$ cat src/rtl/sma_pkg.sv
// Shared constants and helpers for the systolic matrix-multiply array.
// Used by the skew FIFOs, the PEs and the array top.
package sma_pkg;

  localparam int DATA_WIDTH = 32;
  localparam int ARRAY_ROWS = 4;
  localparam int ARRAY_COLS = 4;
  localparam int ARRAY_K    = 4;

  // Counter width able to hold the value k itself.
  function automatic int cntWidth(input int k);
    return $clog2(k + 1);
  endfunction

endpackage

$ cat src/rtl/systolic_pe.sv
// Systolic processing element: forwards operands east/south with one cycle
// of delay and accumulates K_DEPTH matched pairs into a held dot product.
module systolic_pe
  import sma_pkg::*;
#(
  parameter int WIDTH   = DATA_WIDTH,
  parameter int K_DEPTH = ARRAY_K
) (
  input  logic             clk,
  input  logic             rst,
  input  logic             clear,
  input  logic [WIDTH-1:0] a_in,
  input  logic             a_in_valid,
  input  logic [WIDTH-1:0] b_in,
  input  logic             b_in_valid,
  output logic [WIDTH-1:0] a_out,
  output logic             a_out_valid,
  output logic [WIDTH-1:0] b_out,
  output logic             b_out_valid,
  output logic [WIDTH-1:0] result,
  output logic             result_valid,
  output logic             protocol_error
);

  localparam int            CW   = cntWidth(K_DEPTH);
  localparam logic [CW-1:0] LAST = CW'(K_DEPTH - 1);

  logic [WIDTH-1:0] a_q, b_q, acc_q, result_q;
  logic             a_valid_q, b_valid_q, result_valid_q, perr_q;
  logic [CW-1:0]    cnt_q;

  logic             fire_d;
  logic [WIDTH-1:0] prod_d, sum_d;

  // A fresh dot product starts from zero rather than the stale accumulator.
  assign fire_d = a_in_valid && b_in_valid && !clear;
  assign prod_d = a_in * b_in;
  assign sum_d  = ((cnt_q == '0) ? '0 : acc_q) + prod_d;

  always_ff @(posedge clk or negedge rst) begin
    if (!rst) begin
      a_q            <= '0;
      b_q            <= '0;
      a_valid_q      <= 1'b0;
      b_valid_q      <= 1'b0;
      acc_q          <= '0;
      cnt_q          <= '0;
      result_q       <= '0;
      result_valid_q <= 1'b0;
      perr_q         <= 1'b0;
    end else begin
      a_q            <= a_in;
      b_q            <= b_in;
      a_valid_q      <= a_in_valid;
      b_valid_q      <= b_in_valid;
      result_valid_q <= 1'b0;
      if (a_in_valid != b_in_valid) perr_q <= 1'b1;
      if (clear) begin
        acc_q <= '0;
        cnt_q <= '0;
      end else if (fire_d) begin
        if (cnt_q == LAST) begin
          result_q       <= sum_d;
          result_valid_q <= 1'b1;
          acc_q          <= '0;
          cnt_q          <= '0;
        end else begin
          acc_q <= sum_d;
          cnt_q <= cnt_q + 1'b1;
        end
      end
    end
  end

  assign a_out          = a_q;
  assign a_out_valid    = a_valid_q;
  assign b_out          = b_q;
  assign b_out_valid    = b_valid_q;
  assign result         = result_q;
  assign result_valid   = result_valid_q;
  assign protocol_error = perr_q;

endmodule
$ cat config.mk
export PLATFORM = sky130hd
export DESIGN_NAME = systolic_pe
export DESIGN_NICKNAME = d
export VERILOG_FILES = /design/src/rtl/sma_pkg.sv /design/src/rtl/systolic_pe.sv
export SDC_FILE = /design/constraint.sdc
export NUM_CORES = 1
export LEC_CHECK = 0
export ABC_AREA = 1
export ABC_CLOCK_PERIOD_IN_PS = 16000
export CORE_ASPECT_RATIO = 1.75
export CORE_UTILIZATION = 55
export DETAILED_ROUTE_END_ITERATION = 10
export GPL_ROUTABILITY_DRIVEN = 1
export HOLD_SLACK_MARGIN = 0.1
export PLACE_DENSITY = 0.83
export RECOVER_POWER = 100
export SYNTH_ARGS = -nofsm -noshare
export SYNTH_HDL_FRONTEND = slang
export SYNTH_SLANG_ARGS = --single-unit
$ cat constraint.sdc
create_clock -name clk -period 16 [get_ports clk]
set_input_delay 3.2 -clock clk [delete_from_list [all_inputs] [get_ports clk]]
set_output_delay 3.2 -clock clk [all_outputs]
set_load 0.05 [all_outputs]
==> impl_metrics.env, run 1 <==
export IMPL_status="finished with violations"
export IMPL_failed_checks="max-capacitance violations, max-slew violations"
export IMPL_synth_top_area_cell="sky130_fd_sc_hd__fa_1"
export IMPL_wl_per_cell_um=17.4
export IMPL_synth_yosys_warnings=0
export IMPL_dp_hpwl_um=47500
export IMPL_via_per_inst=5.29
export IMPL_hold_viol_final=0
export IMPL_grt_use_met1_pct=33.1
export IMPL_final_period_utilization_pct=73.4
export IMPL_cts_resized=0
export IMPL_post_synth_and_or_nand_nor_area_fraction_pct=17.4
export IMPL_floorplan_initialDensity_pct=55.6
export IMPL_synth_seq_area_share_pct=15.2
export IMPL_ys_ff_latch=135
export IMPL_synth_top_family_by_area="adder cells"
export IMPL_worstSetupStartpointType="input port"
export IMPL_r2r_start="cnt_q[0]$_DFFE_PN0P_"
export IMPL_antenna_violations_before_repair=0
export IMPL_hold_path_startpoint="protocol_error$_DFFE_PN0P_"
export IMPL_synth_lib_cells_used_distinct=43
export IMPL_top_fanout_value_on_the_critical_path=33
export IMPL_cap_viol_max_count=24
export IMPL_report_final_setup_viol=0
export IMPL_tritoncts="done"
export IMPL_dr_total_vias=17944
export IMPL_via_count_of_the_first_global_routing_pass=20223
export IMPL_reg2reg_depth=29
export IMPL_synthCells=2786
export IMPL_synth_xor_area_share_pct=0.948
export IMPL_worstSetupPathType="input port to flop"
export IMPL_min_path_type="flop to flop"
export IMPL_detail_route_antenna_nets=0
export IMPL_largest_net_degree_at_the_start_of_global_routing=72
export IMPL_clock_skew_ns=0.0105
export IMPL_gp_congestion=0.929
export IMPL_first_pass_grt_wire_length_um=97900
export IMPL_cp_arrival_ns=12.10
export IMPL_cts_buffers=17
export IMPL_timing_slew_headroom_pct=-154
export IMPL_worst_skew_pair_late_latency_ns=0.45
export IMPL_synthesized_area_fraction_occupied_by_ao_oa_aoi_and_oai_cells_pct=2.73
export IMPL_min_to="protocol_error$_DFFE_PN0P_"
export IMPL_clock_path_buffers=2
export IMPL_critical_path_required_ns=16.36
export IMPL_post_route_min_period_ns=11.74
export IMPL_clock_sinks=135
export IMPL_areaGrowthSynthToFinish_pct=11.3
export IMPL_drv_slew=778
export IMPL_post_syn_nets=3420
export IMPL_postSynthAreaPerCell_sq_um=7.96
export IMPL_number_of_nets_in_the_finished_design=3521
export IMPL_max_freq_ghz=0.0852
export IMPL_root_buffer="sky130_fd_sc_hd__clkbuf_16"
export IMPL_die_width_um=154
export IMPL_die_height_um=268
export IMPL_reg2reg_slack_ns=7.84
export IMPL_timing_worst_slew_pin_value_ns=3.81
export IMPL_cts_setup_buffers=0
export IMPL_postRouteWirelength_um=58900
export IMPL_dieArea_sq_um=41200
export IMPL_min_path_cells=1
export IMPL_critical_path_endpoint_type="flop"
export IMPL_drive_gt1_share_pct=1.69
export IMPL_cts_hold_buffers=0
export IMPL_synth_fa_ha_area_share_pct=46.7
export IMPL_grt_setup_unrepaired="false"
export IMPL_total_number_of_placement_rows=97
export IMPL_rr_endpoint="acc_q[26]$_DFFE_PN0P_"
export IMPL_cts_max_level=4
export IMPL_globalRoute_busiestLayer="met2"
export IMPL_remaining_drc_errors=0
export IMPL_grt_usage_pct=30.9
export IMPL_port_buffer_count=168
export IMPL_synth_area_mux_share_pct=0
export IMPL_firstDrtPassIters=6
export IMPL_coreArea_sq_um=39900
export IMPL_design_portCount=169
export IMPL_fin_setup_tns_ns=0
export IMPL_clock_transition_at_the_register_clock_pins_on_the_worst_setup_and_hold_paths_after_cts_ns=0.06
export IMPL_grt_use_met2_pct=56.7
export IMPL_insertedDiodeCount=0
export IMPL_ys_top_cells_by_area="sky130_fd_sc_hd__fa_1 (40%), sky130_fd_sc_hd__dfrtp_1 (15%), sky130_fd_sc_hd__inv_1 (15%), sky130_fd_sc_hd__nand2_1 (14%), sky130_fd_sc_hd__ha_1 (7.2%)"
export IMPL_synthesis_area_sq_um=22200
export IMPL_violation_count_after_the_first_detailed_route_iteration=1196
export IMPL_aggregate_global_routing_overflow=0
export IMPL_synth_top_cell_area_share_pct=39.5
export IMPL_met3_usage_pct=4.69
[cell usage after synthesis, drive strengths merged]
| master | instances |
|---|---|
| a211oi | 2 |
| a21boi | 2 |
| a21o | 2 |
| a21oi | 29 |
| a31o | 1 |
| a31oi | 3 |
| a32o | 4 |
| buf | 36 |
| clkbuf | 81 |
| clkinv | 2 |
| dfrtp | 135 |
| fa | 438 |
| ha | 127 |
| inv | 871 |
| nand2 | 821 |
| nand3 | 77 |
| nand3b | 10 |
| nand4 | 6 |
| nor2 | 38 |
| nor3 | 4 |
| nor4 | 2 |
| o211a | 1 |
| o211ai | 1 |
| o21a | 2 |
| o21ai | 50 |
| o21bai | 3 |
| o22ai | 3 |
| or2 | 11 |
| xnor2 | 7 |
| xor2 | 17 |
[worst max path at each step]
stage / startpoint / end / cells after the start
after floorplan: b_in[3] / acc_q[29]$_DFFE_PN0P_ / 29
after detailed placement: b_in[8] / acc_q[26]$_DFFE_PN0P_ / 27
final: b_in[0] / acc_q[26]$_DFFE_PN0P_ / 28
after global routing: b_in[0] / acc_q[26]$_DFFE_PN0P_ / 28
after CTS: b_in[8] / acc_q[26]$_DFFE_PN0P_ / 27
after global placement: b_in[8] / acc_q[26]$_DFFE_PN0P_ / 27
[cells by family after synthesis]
logic type	count (synthesis)
XOR/XNOR	24
flip-flops	135
AND/OR/NAND/NOR	969
adder cells (fa/ha/maj)	565
buffers and inverters	990
AO/OA/AOI/OAI	103
[critical path, stage by stage]
cell and delay [ns]:
sky130_fd_sc_hd__dlygate4sd3_1 0.52, sky130_fd_sc_hd__clkbuf_1 1.31, sky130_fd_sc_hd__nand2_1 0.25, sky130_fd_sc_hd__fa_1 0.59
sky130_fd_sc_hd__inv_1 0.06, sky130_fd_sc_hd__fa_1 0.50, sky130_fd_sc_hd__fa_1 0.50, sky130_fd_sc_hd__inv_1 0.05
sky130_fd_sc_hd__fa_1 0.53, sky130_fd_sc_hd__inv_1 0.06, sky130_fd_sc_hd__fa_1 0.49, sky130_fd_sc_hd__inv_1 0.05
sky130_fd_sc_hd__fa_1 0.53, sky130_fd_sc_hd__inv_1 0.05, sky130_fd_sc_hd__fa_1 0.52, sky130_fd_sc_hd__inv_1 0.06
sky130_fd_sc_hd__fa_1 0.48, sky130_fd_sc_hd__inv_1 0.04, sky130_fd_sc_hd__ha_1 0.33, sky130_fd_sc_hd__nand2_1 0.12
sky130_fd_sc_hd__nor4_1 0.83, sky130_fd_sc_hd__nand4_1 0.30, sky130_fd_sc_hd__nand3_1 0.22, sky130_fd_sc_hd__nand2_1 0.08
sky130_fd_sc_hd__nand2_1 0.08, sky130_fd_sc_hd__or2_0 0.13, sky130_fd_sc_hd__nand3_1 0.07, sky130_fd_sc_hd__o21ai_0 0.09
[layout make-up]
cell class / instances / area [sq um]
clock inverter: 15 / 201
multi-input combinational: 1661 / 15000
fill: 3269 / 15200
timing repair buffer: 199 / 1790
clock buffer: 17 / 425
sequential: 135 / 3380
inverter: 873 / 3280
tap: 495 / 619
[routing by layer]
metal | vias up | share of wire (%)
li1 | 7968 | -
met5 | - | 0
met4 | 0 | 6.6
met3 | 304 | 6.7
met1 | 8787 | 33
met2 | 885 | 53
[stage by stage]
step / cells / worst slack (ns) / hold WS, ns / area, sq um / util [%]
finish: 3395 / 4.26 / 0.466 / 24700 / 61.8
global placement: 3363 / 5.17 / 0.460 / 24200 / 60.7
global route: 3395 / 4.02 / 0.497 / 24700 / 61.8
detailed placement: 3363 / 5.05 / 0.460 / 24200 / 60.7
CTS: 3395 / 5.52 / 0.478 / 24800 / 62.2
floorplan: 2786 / 6.56 / 0.449 / 22200 / -
[flip-flops by register name, summed over array words and instances (netlist names)]
signal	count
a_out	32
acc_q	32
b_out	32
result	32
cnt_q	3
a_out_valid	1
b_out_valid	1
protocol_error	1
result_valid	1
[cells in the final DEF, fill, tap and decap left out, types with 3 or more instances in the layout]
cell type,Yosys,layout
sky130_fd_sc_hd__nand4_1,6,6
sky130_fd_sc_hd__nand2_2,3,3
sky130_fd_sc_hd__nor2_1,36,36
sky130_fd_sc_hd__a21oi_1,26,29
sky130_fd_sc_hd__clkinvlp_4,0,3
sky130_fd_sc_hd__or2_2,7,7
sky130_fd_sc_hd__o21bai_1,2,3
sky130_fd_sc_hd__dlygate4sd3_1,0,141
sky130_fd_sc_hd__a31oi_1,3,3
sky130_fd_sc_hd__clkbuf_16,0,17
sky130_fd_sc_hd__o21ai_0,45,49
sky130_fd_sc_hd__fa_1,438,438
sky130_fd_sc_hd__o22ai_1,3,3
sky130_fd_sc_hd__bufinv_16,0,4
sky130_fd_sc_hd__xor2_1,17,17
sky130_fd_sc_hd__nor3_1,3,4
sky130_fd_sc_hd__or2_0,0,4
sky130_fd_sc_hd__nand2_1,818,818
sky130_fd_sc_hd__clkbuf_1,81,33
sky130_fd_sc_hd__clkinv_2,0,3
sky130_fd_sc_hd__a32o_1,4,4
sky130_fd_sc_hd__inv_1,867,867
sky130_fd_sc_hd__xnor2_1,7,7
sky130_fd_sc_hd__clkdlybuf4s50_1,0,25
sky130_fd_sc_hd__dfrtp_1,135,135
sky130_fd_sc_hd__clkinv_4,0,3
sky130_fd_sc_hd__ha_1,127,127
sky130_fd_sc_hd__nand3b_1,9,9
sky130_fd_sc_hd__inv_2,4,3
sky130_fd_sc_hd__nand3_1,77,77
sky130_fd_sc_hd__clkinv_1,2,3
Power of run 1 is not shown: default switching activity piles up to over one toggle a cycle in this logic, so the estimate is an artifact.
==> inputs of run 2 (changes only) <==
Settings changed: ABC_CLOCK_PERIOD_IN_PS 16000 to 11250.
Clock period 16 ns to 11.25 ns, I/O delays scaled along.
==> impl_metrics.env, run 2 (synthesized netlist as in run 1, its figures left out) <==
export IMPL_timing_slew_headroom_pct=-157
export IMPL_floorplan_initialDensity_pct=55.6
export IMPL_postRouteWirelength_um=58400
export IMPL_layout_cell_area_non_filler_sq_um=24800
export IMPL_grt_setup_unrepaired="false"
export IMPL_number_of_nets_in_the_finished_design=3525
export IMPL_worst_skew_pair_late_latency_ns=0.46
export IMPL_cts_hold_buffers=0
export IMPL_via_count_of_the_first_global_routing_pass=20273
export IMPL_clock_skew_ns=0.0116
export IMPL_hold_viol_final=0
export IMPL_report_final_setup_viol=0
export IMPL_critical_path_endpoint_type="flop"
export IMPL_total_number_of_placement_rows=97
export IMPL_failed_checks="max-capacitance violations, max-slew violations"
export IMPL_top_fanout_value_on_the_critical_path=21
export IMPL_via_per_inst=5.24
export IMPL_cap_viol_max_count=4
export IMPL_layout_common_cells="sky130_fd_sc_hd__inv_1 (868), sky130_fd_sc_hd__nand2_1 (818), sky130_fd_sc_hd__fa_1 (438), sky130_fd_sc_hd__dlygate4sd3_1 (164), sky130_fd_sc_hd__dfrtp_1 (135)"
export IMPL_clock_path_buffers=2
export IMPL_firstDrtPassIters=7
export IMPL_largest_net_degree_at_the_start_of_global_routing=72
export IMPL_gp_congestion=0.962
export IMPL_die_width_um=154
export IMPL_critical_path_required_ns=11.64
export IMPL_tritoncts="done"
export IMPL_status="finished with violations"
export IMPL_post_route_min_period_ns=10.18
export IMPL_placed_cell_area_sq_um=24300
export IMPL_first_pass_grt_wire_length_um=97300
export IMPL_worstSetupStartpointType="input port"
export IMPL_cp_arrival_ns=10.57
export IMPL_timing_worst_slew_pin_value_ns=3.85
export IMPL_clock_transition_at_the_register_clock_pins_on_the_worst_setup_and_hold_paths_after_cts_ns=0.06
export IMPL_final_common_cell="sky130_fd_sc_hd__inv_1"
export IMPL_cts_setup_buffers=0
export IMPL_fin_setup_tns_ns=0
export IMPL_final_period_utilization_pct=90.5
export IMPL_design_portCount=169
export IMPL_cts_max_level=4
export IMPL_port_buffer_count=168
export IMPL_remaining_drc_errors=0
export IMPL_max_freq_ghz=0.0982
export IMPL_grt_usage_pct=30.7
export IMPL_aggregate_global_routing_overflow=0
export IMPL_root_buffer="sky130_fd_sc_hd__clkbuf_16"
export IMPL_antenna_violations_before_repair=0
export IMPL_drv_slew=211
export IMPL_violation_count_after_the_first_detailed_route_iteration=1027
export IMPL_drive_gt1_share_pct=2.62
export IMPL_clock_sinks=135
export IMPL_coreArea_sq_um=39900
export IMPL_dr_total_vias=17803
export IMPL_dieArea_sq_um=41200
export IMPL_areaGrowthSynthToFinish_pct=11.8
export IMPL_detail_route_antenna_nets=0
export IMPL_die_height_um=268
export IMPL_cts_buffers=17
export IMPL_wl_per_cell_um=17.2
export IMPL_cts_resized=0
export IMPL_worstSetupPathType="input port to flop"
export IMPL_dp_hpwl_um=48700
export IMPL_min_path_type="flop to flop"
run 2: layer usage:
metal / vias up / GRT usage, % / routed length, um
met5: - / 0 / 0
met4: 0 / 21.1 / 4080
met3: 285 / 5.03 / 3560
met2: 837 / 56.8 / 31200
met1: 8702 / 31.5 / 19600
li1: 7979 / - / -
run 2: through the flow:
stage          setup slack [ns]  std cells  hold slack (ns)  utilization [%]
3_5_place_dp               1.19       3367            0.466             60.7
4_1_cts                    1.66       3399            0.484             62.3
6_report                   1.07       3400            0.472             62.1
2_1_floorplan              2.76       2786            0.449                -
3_3_place_gp               1.25       3367            0.456             60.7
5_1_grt                   0.837       3399            0.502             62.1
run 2: final cells by class:
cell class | instances | area, sq um
antenna | 1 | 2.50
clock buffer | 19 | 443
clock inverter | 13 | 171
fill | 3241 | 15100
inverter | 873 | 3280
multi-input combinational | 1661 | 15000
sequential | 135 | 3380
tap | 495 | 619
timing repair buffer | 203 | 1910
run 2: critical path, cell delays in order:
cell and delay (ns):
sky130_fd_sc_hd__dlygate4sd3_1 1.11, sky130_fd_sc_hd__clkbuf_1 0.51, sky130_fd_sc_hd__nand2_1 0.19, sky130_fd_sc_hd__fa_1 0.57
sky130_fd_sc_hd__inv_1 0.06, sky130_fd_sc_hd__fa_1 0.45, sky130_fd_sc_hd__fa_1 0.53, sky130_fd_sc_hd__inv_1 0.07
sky130_fd_sc_hd__fa_1 0.53, sky130_fd_sc_hd__inv_1 0.05, sky130_fd_sc_hd__ha_1 0.27, sky130_fd_sc_hd__ha_1 0.32
sky130_fd_sc_hd__fa_1 0.49, sky130_fd_sc_hd__inv_1 0.06, sky130_fd_sc_hd__fa_1 0.48, sky130_fd_sc_hd__inv_1 0.05
sky130_fd_sc_hd__ha_1 0.41, sky130_fd_sc_hd__inv_1 0.09, sky130_fd_sc_hd__nor3_1 0.31, sky130_fd_sc_hd__clkinv_1 0.23
sky130_fd_sc_hd__o211ai_1 0.39, sky130_fd_sc_hd__a21oi_1 0.22, sky130_fd_sc_hd__o21ai_0 0.36, sky130_fd_sc_hd__xor2_1 0.34
sky130_fd_sc_hd__nand2_1 0.08, sky130_fd_sc_hd__nand2_1 0.10
run 2: worst paths after layout:
| check | start | end | slack (ns) | cells past startpoint |
|---|---|---|---|---|
| worst max-delay path | b_in[0] | result[21]$_DFFE_PN0P_ | 1.07 | 26 |
| worst min-delay path | protocol_error$_DFFE_PN0P_ | protocol_error$_DFFE_PN0P_ | 0.47 | 1 |
| worst max register to register | cnt_q[0]$_DFFE_PN0P_ | result[26]$_DFFE_PN0P_ | 3.06 | 27 |
| worst min register to register | protocol_error$_DFFE_PN0P_ | protocol_error$_DFFE_PN0P_ | 0.47 | 1 |
| max in group asynchronous | rst | acc_q[28]$_DFFE_PN0P_ | 3.16 | 2 |
| min in group asynchronous | rst | a_out[20]$_DFF_PN0_ | 3.02 | 1 |
Power of run 2 is left out for the same reason.
